--- src/rtl/motor_mon_pkg.sv ---
// Shared types and constants for the alternating-motor output monitor.
package motor_mon_pkg;

  typedef enum logic [1:0] {
    IDLE   = 2'd0,
    RUN_M1 = 2'd1,
    RUN_M2 = 2'd2
  } mon_state_t;

  localparam int unsigned FLT_OVERLAP = 0;
  localparam int unsigned FLT_OVERRUN = 1;
  localparam int unsigned FLT_EARLY   = 2;
  localparam int unsigned FLT_SEQ     = 3;
  localparam int unsigned FLT_W       = 4;
  localparam int unsigned ALT_CNT_W   = 16;

  // Increment that sticks at all-ones.
  function automatic logic [ALT_CNT_W-1:0] sat_inc_alt(input logic [ALT_CNT_W-1:0] v);
    return (&v) ? v : v + ALT_CNT_W'(1);
  endfunction

endpackage

--- src/rtl/motor_mon_dwell_cnt.sv ---
// Saturating dwell counter with live-mode limit/tolerance compares.
module motor_mon_dwell_cnt #(
  parameter int unsigned CLK_HZ     = 25_000_000,
  parameter int unsigned T_NORMAL_S = 30,
  parameter int unsigned T_TEST_S   = 3,
  parameter int unsigned TOL_CYC    = CLK_HZ / 100,
  parameter int unsigned CNT_W      = $clog2(CLK_HZ * T_NORMAL_S + TOL_CYC + 2)
) (
  input  logic             clk,
  input  logic             rst,
  input  logic             load,
  input  logic             inc,
  input  logic             clr,
  input  logic             test_mode,
  output logic [CNT_W-1:0] dwell,
  output logic             over_o,
  output logic             early_o
);

  localparam longint unsigned LIM_N = 64'(CLK_HZ) * 64'(T_NORMAL_S);
  localparam longint unsigned LIM_T = 64'(CLK_HZ) * 64'(T_TEST_S);
  localparam longint unsigned TOL   = 64'(TOL_CYC);

  localparam logic [CNT_W-1:0] OVR_N = CNT_W'(LIM_N + TOL);
  localparam logic [CNT_W-1:0] OVR_T = CNT_W'(LIM_T + TOL);
  // Early threshold clamps at zero when the tolerance exceeds the limit.
  localparam logic [CNT_W-1:0] ERL_N = CNT_W'((LIM_N > TOL) ? LIM_N - TOL : 64'd0);
  localparam logic [CNT_W-1:0] ERL_T = CNT_W'((LIM_T > TOL) ? LIM_T - TOL : 64'd0);

  always_ff @(posedge clk) begin
    if (rst || clr) begin
      dwell <= '0;
    end else if (load) begin
      dwell <= CNT_W'(1);
    end else if (inc && !(&dwell)) begin
      dwell <= dwell + CNT_W'(1);
    end
  end

  assign over_o  = dwell > (test_mode ? OVR_T : OVR_N);
  assign early_o = dwell < (test_mode ? ERL_T : ERL_N);

endmodule

--- src/rtl/motor_alternation_monitor.sv ---
// Passive alternation-protocol checker for the two-motor controller outputs.
// Optional last-run dwell capture enabled by defining MOTOR_MON_DWELL_EN.
module motor_alternation_monitor
  import motor_mon_pkg::*;
#(
  parameter int unsigned CLK_HZ     = 25_000_000,
  parameter int unsigned T_NORMAL_S = 30,
  parameter int unsigned T_TEST_S   = 3,
  parameter int unsigned TOL_CYC    = CLK_HZ / 100,
  parameter int unsigned CNT_W      = $clog2(CLK_HZ * T_NORMAL_S + TOL_CYC + 2)
) (
  input  logic                 clk,
  input  logic                 rst,
  input  logic                 m1_on,
  input  logic                 m2_on,
  input  logic                 test_mode,
  input  logic                 clr_faults,
  output logic                 fault_overlap,
  output logic                 fault_overrun,
  output logic                 fault_early,
  output logic                 fault_seq,
  output logic                 fault_any,
  output logic [ALT_CNT_W-1:0] alt_count,
  output logic [CNT_W-1:0]     last_dwell
);

  mon_state_t         state, state_n;
  logic               load, inc, clr_dwell, handover, set_seq;
  logic               over, early, ovr_seen;
  logic [CNT_W-1:0]   dwell;
  logic [FLT_W-1:0]   flags, flags_n, set_vec;
  logic               set_early;

  motor_mon_dwell_cnt #(
    .CLK_HZ    (CLK_HZ),
    .T_NORMAL_S(T_NORMAL_S),
    .T_TEST_S  (T_TEST_S),
    .TOL_CYC   (TOL_CYC),
    .CNT_W     (CNT_W)
  ) u_dwell (
    .clk      (clk),
    .rst      (rst),
    .load     (load),
    .inc      (inc),
    .clr      (clr_dwell),
    .test_mode(test_mode),
    .dwell    (dwell),
    .over_o   (over),
    .early_o  (early)
  );

  always_ff @(posedge clk) begin
    if (rst) state <= IDLE;
    else     state <= state_n;
  end

  // Next state and counter commands; overlap falls through with everything frozen.
  always_comb begin
    state_n   = state;
    load      = 1'b0;
    inc       = 1'b0;
    clr_dwell = 1'b0;
    handover  = 1'b0;
    set_seq   = 1'b0;
    unique case (state)
      IDLE: begin
        if (m1_on && !m2_on) begin
          state_n = RUN_M1;
          load    = 1'b1;
        end else if (!m1_on && m2_on) begin
          state_n = RUN_M2;
          load    = 1'b1;
          set_seq = 1'b1;
        end
      end
      RUN_M1: begin
        if (m1_on && !m2_on) begin
          inc = 1'b1;
        end else if (!m1_on && m2_on) begin
          state_n  = RUN_M2;
          load     = 1'b1;
          handover = 1'b1;
        end else if (!m1_on && !m2_on) begin
          state_n   = IDLE;
          clr_dwell = 1'b1;
        end
      end
      RUN_M2: begin
        if (m2_on && !m1_on) begin
          inc = 1'b1;
        end else if (!m2_on && m1_on) begin
          state_n  = RUN_M1;
          load     = 1'b1;
          handover = 1'b1;
        end else if (!m1_on && !m2_on) begin
          state_n   = IDLE;
          clr_dwell = 1'b1;
        end
      end
      default: state_n = IDLE;
    endcase
  end

  // Fault detection for the current sample.
  always_comb begin
    set_vec              = '0;
    set_vec[FLT_OVERLAP] = m1_on && m2_on;
    set_vec[FLT_OVERRUN] = (state != IDLE) && over && !ovr_seen;
    set_vec[FLT_EARLY]   = handover && early && !ovr_seen;
    set_vec[FLT_SEQ]     = set_seq;
  end

  assign set_early = set_vec[FLT_EARLY];
  assign flags_n   = (flags & ~{FLT_W{clr_faults}}) | set_vec;

  // Overrun is reported once per run, independent of clr_faults.
  always_ff @(posedge clk) begin
    if (rst || load || clr_dwell) ovr_seen <= 1'b0;
    else if (set_vec[FLT_OVERRUN]) ovr_seen <= 1'b1;
  end

  always_ff @(posedge clk) begin
    if (rst) begin
      flags     <= '0;
      fault_any <= 1'b0;
      alt_count <= '0;
    end else begin
      flags     <= flags_n;
      fault_any <= |flags_n;
      if (handover && !set_early) alt_count <= sat_inc_alt(alt_count);
    end
  end

  assign fault_overlap = flags[FLT_OVERLAP];
  assign fault_overrun = flags[FLT_OVERRUN];
  assign fault_early   = flags[FLT_EARLY];
  assign fault_seq     = flags[FLT_SEQ];

`ifdef MOTOR_MON_DWELL_EN
  logic run_exit;

  // load outside IDLE is a handover; clr_dwell only happens on a stop.
  assign run_exit = clr_dwell || (load && (state != IDLE));

  always_ff @(posedge clk) begin
    if (rst)           last_dwell <= '0;
    else if (run_exit) last_dwell <= dwell;
  end
`else
  logic dwell_unused;

  assign dwell_unused = ^dwell;
  assign last_dwell   = '0;
`endif

endmodule
--- config.mk ---
export PLATFORM = sky130hd
export DESIGN_NAME = motor_alternation_monitor
export DESIGN_NICKNAME = d
export VERILOG_FILES = /design/src/rtl/motor_mon_pkg.sv /design/src/rtl/motor_mon_dwell_cnt.sv /design/src/rtl/motor_alternation_monitor.sv
export SDC_FILE = /design/constraint.sdc
export NUM_CORES = 1
export LEC_CHECK = 0
export CORE_ASPECT_RATIO = 0.9
export CORE_MARGIN = 2
export CORE_UTILIZATION = 49
export DETAILED_ROUTE_END_ITERATION = 8
export PLACE_DENSITY = 0.77
export SKIP_LAST_GASP = 1
export SYNTH_ARGS = -nofsm -noshare
export SYNTH_HDL_FRONTEND = slang
export SYNTH_SLANG_ARGS = --single-unit
--- constraint.sdc ---
create_clock -name clk -period 2.5 [get_ports clk]
set_input_delay 0.5 -clock clk [delete_from_list [all_inputs] [get_ports clk]]
set_output_delay 0.5 -clock clk [all_outputs]
set_load 0.005 [all_outputs]
; ---- After elaboration in Yosys (flattened, before gate mapping)
; Index checks and enable logic that the tools add are counted.
[totals]
reg_bits = 54
in_bits = 6
output_inout_bits = 51
wordCells = 74
[op_classes]
n_addsub = 2
order_cmp = 2
n_eq_ne = 5
muxes = 27
bitwise = 4
n_reduce_logical = 27
[op_table]
columns = operator, count
row1 = 30-bit two-way mux, 2
row2 = "30-bit by 1-bit adder with 30-bit output, second input constant", 1
row3 = 30-bit greater-than comparator, 1
row4 = 30-bit less-than comparator, 1
row5 = 30-bit AND reduction, 1
row6 = "16-bit by 1-bit adder with 16-bit output, second input constant", 1
row7 = 16-bit AND reduction, 1
row8 = 2-bit two-way mux, 7
row9 = 1-bit two-way mux, 13
row10 = 1-bit logical AND, 10
row11 = 1-bit one-hot mux with 2 select lines, 3
row12 = 2-bit one-hot mux with 3 select lines, 1
row13 = 1-bit zero test, 5
row14 = 4-bit bitwise AND, 1
row15 = "2-bit != test, second input constant", 2
row16 = 4-bit NOT, 1
row17 = 4-bit OR, 1
row18 = 2-bit nonzero test, 2
row19 = 4-bit OR reduction, 1
row20 = 1-bit logical OR, 3
row21 = "3-bit != test, second input constant", 1
row22 = 1-bit one-hot mux with 3 select lines, 1
row23 = 3-bit AND reduction, 1
row24 = "2-bit by 1-bit equality test with 1-bit output, second input constant", 1
row25 = other kinds (5), 5

; ---- Logic depth before layout (Yosys ltp)
; Gate-level depths: netlist (run 1).
[logic_depth]
word_depth = 10
depth_mapped = 9
depth_no_buf = 8

; ---- Modules after synthesis
; A second synthesis (run 1) with hierarchy kept.
[unflattened]
cells_unflattened = 447
hier_area_um2 = 3804.9
[modules_own_cells]
columns = module, n_inst, cells_each, area_per_inst_um2, seq_area_each_um2
row1 = motor_mon_dwell_cnt, 1, 252, 2139.6, 600.6
row2 = motor_alternation_monitor, 1, 195, 1665.3, 480.5

; ---- Worst setup path before layout (run 1)
; No wires, ideal clock.
[synth_timing]
path_kind = input-to-reg
startpoint = in test_mode
endpoint = reg alt_count[8]
setup_time_ns = 0.121
arrival_ns = 2.444
t_required_ns = 2.379
slack_ns = -0.065
cell_stages = 8
n_path_buf = 0
path_cell_list = inv_1 > ha_1 > nor4bb_1 > a21oi_1 > nor4b_2 > nor3_4 > nor4_1 > mux2_2
[synth_between]
elab_chain_cells = 7
[synth_lines]
columns = item, line_no
row1 = "start, declared", motor_alternation_monitor.sv:16  ; input logic test_mode,
row2 = 30-bit two-way mux, motor_mon_dwell_cnt.sv:41  ; assign early_o = dwell < (test_mode ? ERL_T : ERL_N);
row3 = 30-bit less-than comparator, motor_mon_dwell_cnt.sv:41
row4 = 1-bit logical AND (2 in series), motor_alternation_monitor.sv:109  ; set_vec[FLT_EARLY] = handover && early && !ovr_seen;
row5 = 1-bit zero test, motor_alternation_monitor.sv:130  ; if (handover && !set_early) alt_count <= sat_inc_alt(alt_count);
row6 = 1-bit logical AND, motor_alternation_monitor.sv:130
row7 = 2-bit AND reduction (no line), -
row8 = "end signal, assigned", motor_alternation_monitor.sv:130
row9 = "end, declared", motor_alternation_monitor.sv:23  ; output logic [ALT_CNT_W-1:0] alt_count,
; Every way passes these cells.
; A chain may end at the register's enable or synchronous reset.

; ---- Final worst setup path (run 1)
[layout_timing]
startpoint = in test_mode
endpoint = reg alt_count[2]
; Same word-level chain as after synthesis.

==> results.tsv, run 1 <==
stage	metric	value	unit
sta	Final Hold Viols	0	
floorplanning	Placeable Area	7430	um^2
finish	Final nets	568	
clock_tree	CTS Sinks	54	
critical_path	Worst setup SP type	input port	
floorplanning	Die W	95.5	um
sta	setup violators final	0	
power	Pwr Total	1.71	mW
placed_design	I/O Buffers	26	
sta	min cycle time layout	2.46	ns
global_routing	first-pass GRT wire length	16000	um
yosys	ys async rst share	0	%
critical_path	slowest stage delay, CP	0.52	ns
clock_tree	CTS tree	done	
route	vias after detailed routing	3576	
yosys	Syn Std Cell Area	3690	um^2
route	detailed-route DRC error count	0	
yosys	Area contributors post-synth	dfxtp_1, ha_1, buf_4, nor2_1, nand4_1	
clock_tree	clock transition at the registers of the reported paths	0.11	ns
route	WL/cell	15.7	um
yosys	area leader, netlist	dfxtp_1	
yosys	Synth top cells by count	nor2_1, dfxtp_1, ha_1	
yosys	sequential fraction of the synthesis area	29.3	%
outcome	status	finished, final reports clean	
route	DRT iter0 DRCs	167	
yosys	Post-synth EDFFs	0	
floorplanning	row cnt	30	
critical_path	reg-to-reg endpoint	alt_count[4]	
critical_path	CP dominant cell by count	a21oi_2	
finish	diode count	0	
critical_path	Worst Setup End Kind	register	
clock_tree	Longest Clk Path Bufs	2	
sta	Layout Skew	0.0120	ns
yosys	synthesized area per cell	8.24	um^2
yosys	flops & latches, synth	54	
yosys	Synth top area share	29.3	%
floorplanning	# IOs	57	
yosys	most common cell in the netlist	nor2_1	
hold_path	hold path start	flags[2]	
clock_tree	htree depth	2	
critical_path	Critical R2R Launch	state[0]	
route	DR pass1 iterations	5	
sta	fmax	0.406	GHz
finish	Layout Area Growth over Synthesis	29.6	%
critical_path	crit path cell chain	buf_8 > clkinvlp_4 > ha_4 > nor4bb_4 > a21oi_2 > nor4b_2 > buf_4 > nor3_4 > buf_6 > or4_4 > a21oi_2	
critical_path	R2R depth	9	
critical_path	Crit path max-delay family	simple AND/OR/NAND/NOR gates	
critical_path	critical path's slowest cell	or4_4	
global_routing	GR Util met2	39.7	%
critical_path	Worst Path Required	2.76	ns
floorplanning	Die H	86.3	um
sta	Max-slew headroom	63.5	%
global_routing	largest net degree at the start of global routing	32	
placed_design	HPWL after DPL	6620	um
global_routing	Total GRT Usage	24.1	%
route	drt total wl	9870	um
clock_tree	total CTS buffers	5	
sta	Final Max Slew Viols	0	
clock_tree	Worst-Skew Late Latency	0.32	ns
floorplanning	Starting Density	49.6	%
finish	layout cells sized above 1	23.2	%
power	Pleak	1.83	nW
placed_design	Setup WS pre-CTS	-0.854	ns
placed_design	final estimated routing congestion in global placement	0.925	
sta	RSZ-0062 raised after global routing	true	
global_routing	routing usage on met1	32.0	%
critical_path	Crit Path Class	input port to register	
global_routing	initial antenna violation count	0	
global_routing	M3 GR Usage	4.00	%
global_routing	vias in the first global route	3437	
global_routing	gr ovfl total	0	
yosys	YS warnings	0	
sta	fin worst setup slack	0.0360	ns
hold_path	Hold Crit Depth	2	
sta	slew at the pin closest to its max-slew limit	0.534	ns
critical_path	Worst R2R Setup Slack	0.14	ns
route	Via density	5.70	
critical_path	critical path fanouts, max	7	
finish	filler cell count	600	
critical_path	Crit path buffers/inverters	4	
yosys	Netlist cell types	61	
job	max cap viols	0	
power	worst vdd ir	0.285	mV
yosys	Syn Inst Count	448	
power	P per Cell Area	357	nW/um^2
hold_path	Worst Hold Path EP	flags[2]	
floorplanning	Die Area	8240	um^2
critical_path	Worst Path Arrival	2.73	ns
global_routing	Top Usage Layer GRT	met2	
yosys	top_reg_cell synth	dfxtp_1	
clock_tree	root buf cell	clkbuf_8	
sta	Tcrit/Tclk final	98.6	%
hold_path	hold crit path type	register to register	
route	ANT nets after route	0	
==> per-stage QoR <==
| stage | TNS (ns) | util (%) | instances | hold WS, ns | cell area (um^2) |
|---|---|---|---|---|---|
| 3_3_place_gp | -13.01 | 58.6 | 612 | 0.479 | 4350 |
| 3_5_place_dp | -14.98 | 58.6 | 612 | 0.479 | 4350 |
| 5_1_grt | -0.296 | 64.3 | 627 | 0.559 | 4780 |
| 4_1_cts | -0.0678 | 63.3 | 626 | 0.497 | 4700 |
| 6_report | 0 | 64.3 | 627 | 0.511 | 4780 |
| 2_1_floorplan | -0.0330 | - | 477 | 0.461 | 3820 |
==> cell families (layout without fill, tap and decap cells) <==
| logic type | after synthesis | after routing | synth area share [%] |
|---|---|---|---|
| multiplexers | 11 | 11 | 3.73 |
| XOR/XNOR | 23 | 23 | 5.46 |
| AO/OA/AOI/OAI | 68 | 68 | 12.1 |
| AND/OR/NAND/NOR | 200 | 200 | 29.4 |
| flip-flops | 54 | 54 | 29.3 |
| other | 1 | 30 | 0.102 |
| buffers and inverters | 60 | 114 | 9.46 |
| adder cells (fa/ha/maj) | 31 | 31 | 10.5 |
==> final cells by class <==
type / count / area [um^2] / share of cell area (%)
inverters: 18 / 71.3 / 1.49
clock inverters: 2 / 13.8 / 0.288
clock buffers: 5 / 68.8 / 1.44
flip-flops and latches: 54 / 1080 / 22.6
multi-input cells: 363 / 2650 / 55.5
well taps: 96 / 120 / 2.51
repair buffers: 89 / 773 / 16.2
==> worst register-to-register path, stage by stage, from the launching register on <==
cell and delay [ns]:
dfxtp_1 0.34, inv_1 0.10, ha_4 0.29, inv_1 0.07, nor2_2 0.13, or4b_4 0.50, nor3_4 0.27, buf_12 0.20
nor3_4 0.06, mux2_4 0.30
==> state kept, by name, indices dropped and copies added, names as in the netlist <==
name           cells
flags              4
alt_count         16
ovr_seen           1
u_dwell.dwell     30
fault_any          1
state              2
==> worst max path at each step <==
stage | from | endpoint | slack, ns | cells after the start
finish | test_mode | alt_count[2] | 0.04 | 11
global route | test_mode | alt_count[2] | -0.08 | 11
CTS | test_mode | alt_count[2] | -0.03 | 12
detailed placement | test_mode | alt_count[10] | -0.85 | 11
global placement | test_mode | alt_count[10] | -0.78 | 11
floorplan | test_mode | alt_count[8] | -0.008 | 8
==> metal layers <==
layer,vias up,wire [um]
met4,0,278
met3,27,584
met1,1691,4260
met2,145,4740
met5,-,0
li1,1713,-
==> power breakdown <==
part	total (mW)	leakage, nW	internal (mW)	switching (mW)
clock	0.493	0.0444	0.195	0.299
sequential	0.884	0.436	0.874	0.00984
combinational	0.329	1.35	0.145	0.184
total	1.71	1.83	1.21	0.492
==> cell usage in the layout, fill, tap and decap left out, types with 3 or more instances in the layout <==
cell type / count
a21o_1: 4
a21oi_1: 16
a21oi_2: 4
a22oi_1: 7
and3_1: 6
and4_1: 3
buf_4: 58
buf_6: 3
clkbuf_8: 5
clkdlybuf4s50_1: 23
conb_1: 30
dfxtp_1: 54
ha_1: 23
ha_4: 7
inv_1: 15
mux2_4: 10
nand2_1: 25
nand2b_1: 4
nand3_1: 17
nand4_1: 21
nand4b_1: 3
nor2_1: 54
nor2b_1: 10
nor3_1: 9
nor3_4: 9
nor4_1: 5
nor4_4: 3
o21ai_0: 14
or3_1: 11
xnor2_1: 10
xor2_1: 13
==> timing repair <==
action / 4_1_cts / 5_1_grt
buffers inserted: 6 / 3
pin swaps: 19 / 15
hold buffers: 0 / 0
resized for setup: 42 / 22
endpoints found under the hold margin: 0 / 0
setup endpoints to repair: 20 / 16
gates cloned: 1 / 0
No activity file was read; power rests on OpenSTA's default activity.
==> run 2, diff against run 1 <==
Settings changed: SLEW_MARGIN set to 20.
==> results of run 2 <==
The final DEF is identical to that of run 1; final timing and power are the same.
==> run 3, diff against run 2 <==
Settings changed: CORE_MARGIN 2 to 3, GPL_TIMING_DRIVEN set to 0, MAX_ROUTING_LAYER set to met4.
==> results.tsv, run 3 (synthesized netlist as in run 1, its figures left out) <==
stage	metric	value	unit	change
floorplanning	Die H	88.3	um	was 86.3 um
global_routing	initial antenna violation count	0		unchanged
finish	most common cell after layout, fill and taps aside	nor2_1		was buf_4
route	Via density	5.74		was 5.70
floorplanning	row cnt	29		was 30
finish	Final nets	563		was 568
sta	RSZ-0062 raised after global routing	true		unchanged
route	drt total wl	9330	um	was 9870 um
sta	Max-slew headroom	60.9	%	was 63.5%
clock_tree	root buf cell	clkbuf_8		unchanged
finish	Final Util	64.5	%	was 64.3%
sta	setup violators final	1		was 0
sta	fmax	0.397	GHz	was 0.406 GHz
hold_path	hold path start	flags[2]		unchanged
sta	Final Hold Viols	0		unchanged
floorplanning	Starting Density	51.4	%	was 49.6%
sta	min cycle time layout	2.52	ns	was 2.46 ns
sta	total negative slack	-0.0202	ns	was 0 ns
clock_tree	Worst-Skew Late Latency	0.31	ns	was 0.32 ns
finish	largest register by flop count	u_dwell.dwell		unchanged
finish	diode count	0		unchanged
power	P per Cell Area	376	nW/um^2	was 357 nW/um^2
critical_path	Worst Path Required	2.71	ns	was 2.76 ns
global_routing	largest net degree at the start of global routing	17		was 32
sta	Final Max Slew Viols	0		unchanged
route	DRT iter0 DRCs	173		was 167
power	Pleak	1.79	nW	was 1.83 nW
critical_path	Worst Setup End Kind	register		unchanged
global_routing	GR Util met2	36.4	%	was 39.7%
clock_tree	total CTS buffers	5		unchanged
clock_tree	htree depth	2		unchanged
finish	biggest regs	u_dwell.dwell (30), alt_count (16), flags (4)		unchanged
critical_path	Worst setup SP type	input port		unchanged
critical_path	Worst Path Arrival	2.73	ns	about the same
floorplanning	Placeable Area	7180	um^2	was 7430 um^2
global_routing	Total GRT Usage	21.7	%	was 24.1%
critical_path	Worst R2R Setup Slack	0.04	ns	was 0.14 ns
sta	slew at the pin closest to its max-slew limit	0.587	ns	was 0.534 ns
placed_design	I/O Buffers	25		was 26
sta	Layout Skew	0.0129	ns	was 0.0120 ns
finish	max FFs per register	30		unchanged
route	vias after detailed routing	3561		was 3576
finish	most frequent cells in the layout	nor2_1, dfxtp_1, buf_4		was buf_4, nor2_1, dfxtp_1
global_routing	vias in the first global route	3215		was 3437
clock_tree	Post-CTS Hold Fix Bufs	0		unchanged
outcome	status	complete, but fails checks		was finished, final reports clean
global_routing	first-pass GRT wire length	15100	um	was 16000 um
floorplanning	# IOs	57		unchanged
critical_path	crit path from	test_mode		unchanged
critical_path	Critical R2R Launch	state[0]		unchanged
placed_design	final estimated routing congestion in global placement	0.905		was 0.925
finish	layout cells sized above 1	21.3	%	was 23.2%
critical_path	critical path fanouts, max	5		was 7
global_routing	gr ovfl total	0		unchanged
critical_path	Crit Path Class	input port to register		unchanged
global_routing	routing usage on met1	27.5	%	was 32.0%
outcome	failing checks	negative setup slack		
clock_tree	clock transition at the registers of the reported paths	0.11	ns	about the same
clock_tree	Longest Clk Path Bufs	2		unchanged
job	max cap viols	0		unchanged
route	ANT nets after route	0		unchanged
route	detailed-route DRC error count	0		unchanged
clock_tree	CTS Sinks	54		unchanged
placed_design	HPWL after DPL	6380	um	was 6620 um
finish	Layout Area Growth over Synthesis	25.5	%	was 29.6%
power	worst vdd ir	0.288	mV	was 0.285 mV
floorplanning	Die Area	8610	um^2	was 8240 um^2
sta	Tcrit/Tclk final	101	%	was 98.6%
sta	fin worst setup slack	-0.0202	ns	was 0.0360 ns
global_routing	M3 GR Usage	2.84	%	was 4.00%
global_routing	Top Usage Layer GRT	met2		unchanged
route	DR pass1 iterations	5		unchanged
route	WL/cell	15.0	um	was 15.7 um
clock_tree	CTS tree	done		unchanged
floorplanning	Die W	97.5	um	was 95.5 um
hold_path	hold crit path type	register to register		unchanged
==> run 3: cell count changes in the layout (fill, tap and decap cells not counted), sizes merged <==
cell	delta
buf	-14
clkbuf	+12
clkdlybuf4s15	-1
clkdlybuf4s50	-1
clkinvlp	+1
inv	-1
==> run 3: worst paths after layout <==
| kind | to | cells past startpoint |
|---|---|---|
| max | alt_count[8] | 10 |
| min | flags[2] | 2 |
| max reg2reg | alt_count[8] | 9 |
| min reg2reg | flags[2] | 2 |
==> run 3: per-stage QoR <==
step / hold WS [ns] / setup WS [ns] / area [um^2] / std cells / power (mW)
after floorplan: 0.461 / -0.00751 / 3820 / 477 / 1.11
after global placement: 0.474 / -1.50 / 4180 / 595 / 1.17
after detailed placement: 0.485 / -1.50 / 4180 / 595 / 1.18
after CTS: 0.501 / -0.0113 / 4480 / 611 / 1.72
after global routing: 0.550 / -0.0496 / 4630 / 620 / 1.82
final: 0.499 / -0.0202 / 4630 / 620 / 1.74
==> run 3: cell type report <==
| class | instances | area [um^2] |
|---|---|---|
| flip-flops and latches | 54 | 1090 |
| well taps | 93 | 116 |
| clock buffers | 6 | 82.6 |
| multi-input cells | 363 | 2570 |
| fillers | 608 | 2550 |
| repair buffers | 42 | 404 |
| inverters | 18 | 71.3 |
| clock inverters | 2 | 12.5 |
| plain buffers | 42 | 288 |
==> run 3: metal layers <==
layer,up-vias,part of all wire [%]
met5,-,0
met4,0,3.1
li1,1709,-
met3,31,6.0
met2,147,47
met1,1674,44
==> run 3: timing repair <==
| action | CTS | global route |
|---|---|---|
| buffers inserted | 8 | 9 |
| pin swaps | 7 | 20 |
| resized for setup | 37 | 25 |
| setup endpoints to repair | 32 | 27 |
==> run 3: worst max-delay path, stage by stage <==
cell	delay, ns
buf_12	0.08
clkinvlp_4	0.16
buf_6	0.17
ha_2	0.38
nand4b_1	0.16
nor4b_4	0.41
nor3_4	0.09
buf_6	0.15
nor4_4	0.29
mux2_4	0.33
==> run 3: where the power goes <==
group | switching, mW | internal [mW] | leakage [nW]
logic | 0.182 | 0.142 | 1.31
clock network | 0.302 | 0.224 | 0.0472
registers | 0.0158 | 0.876 | 0.438
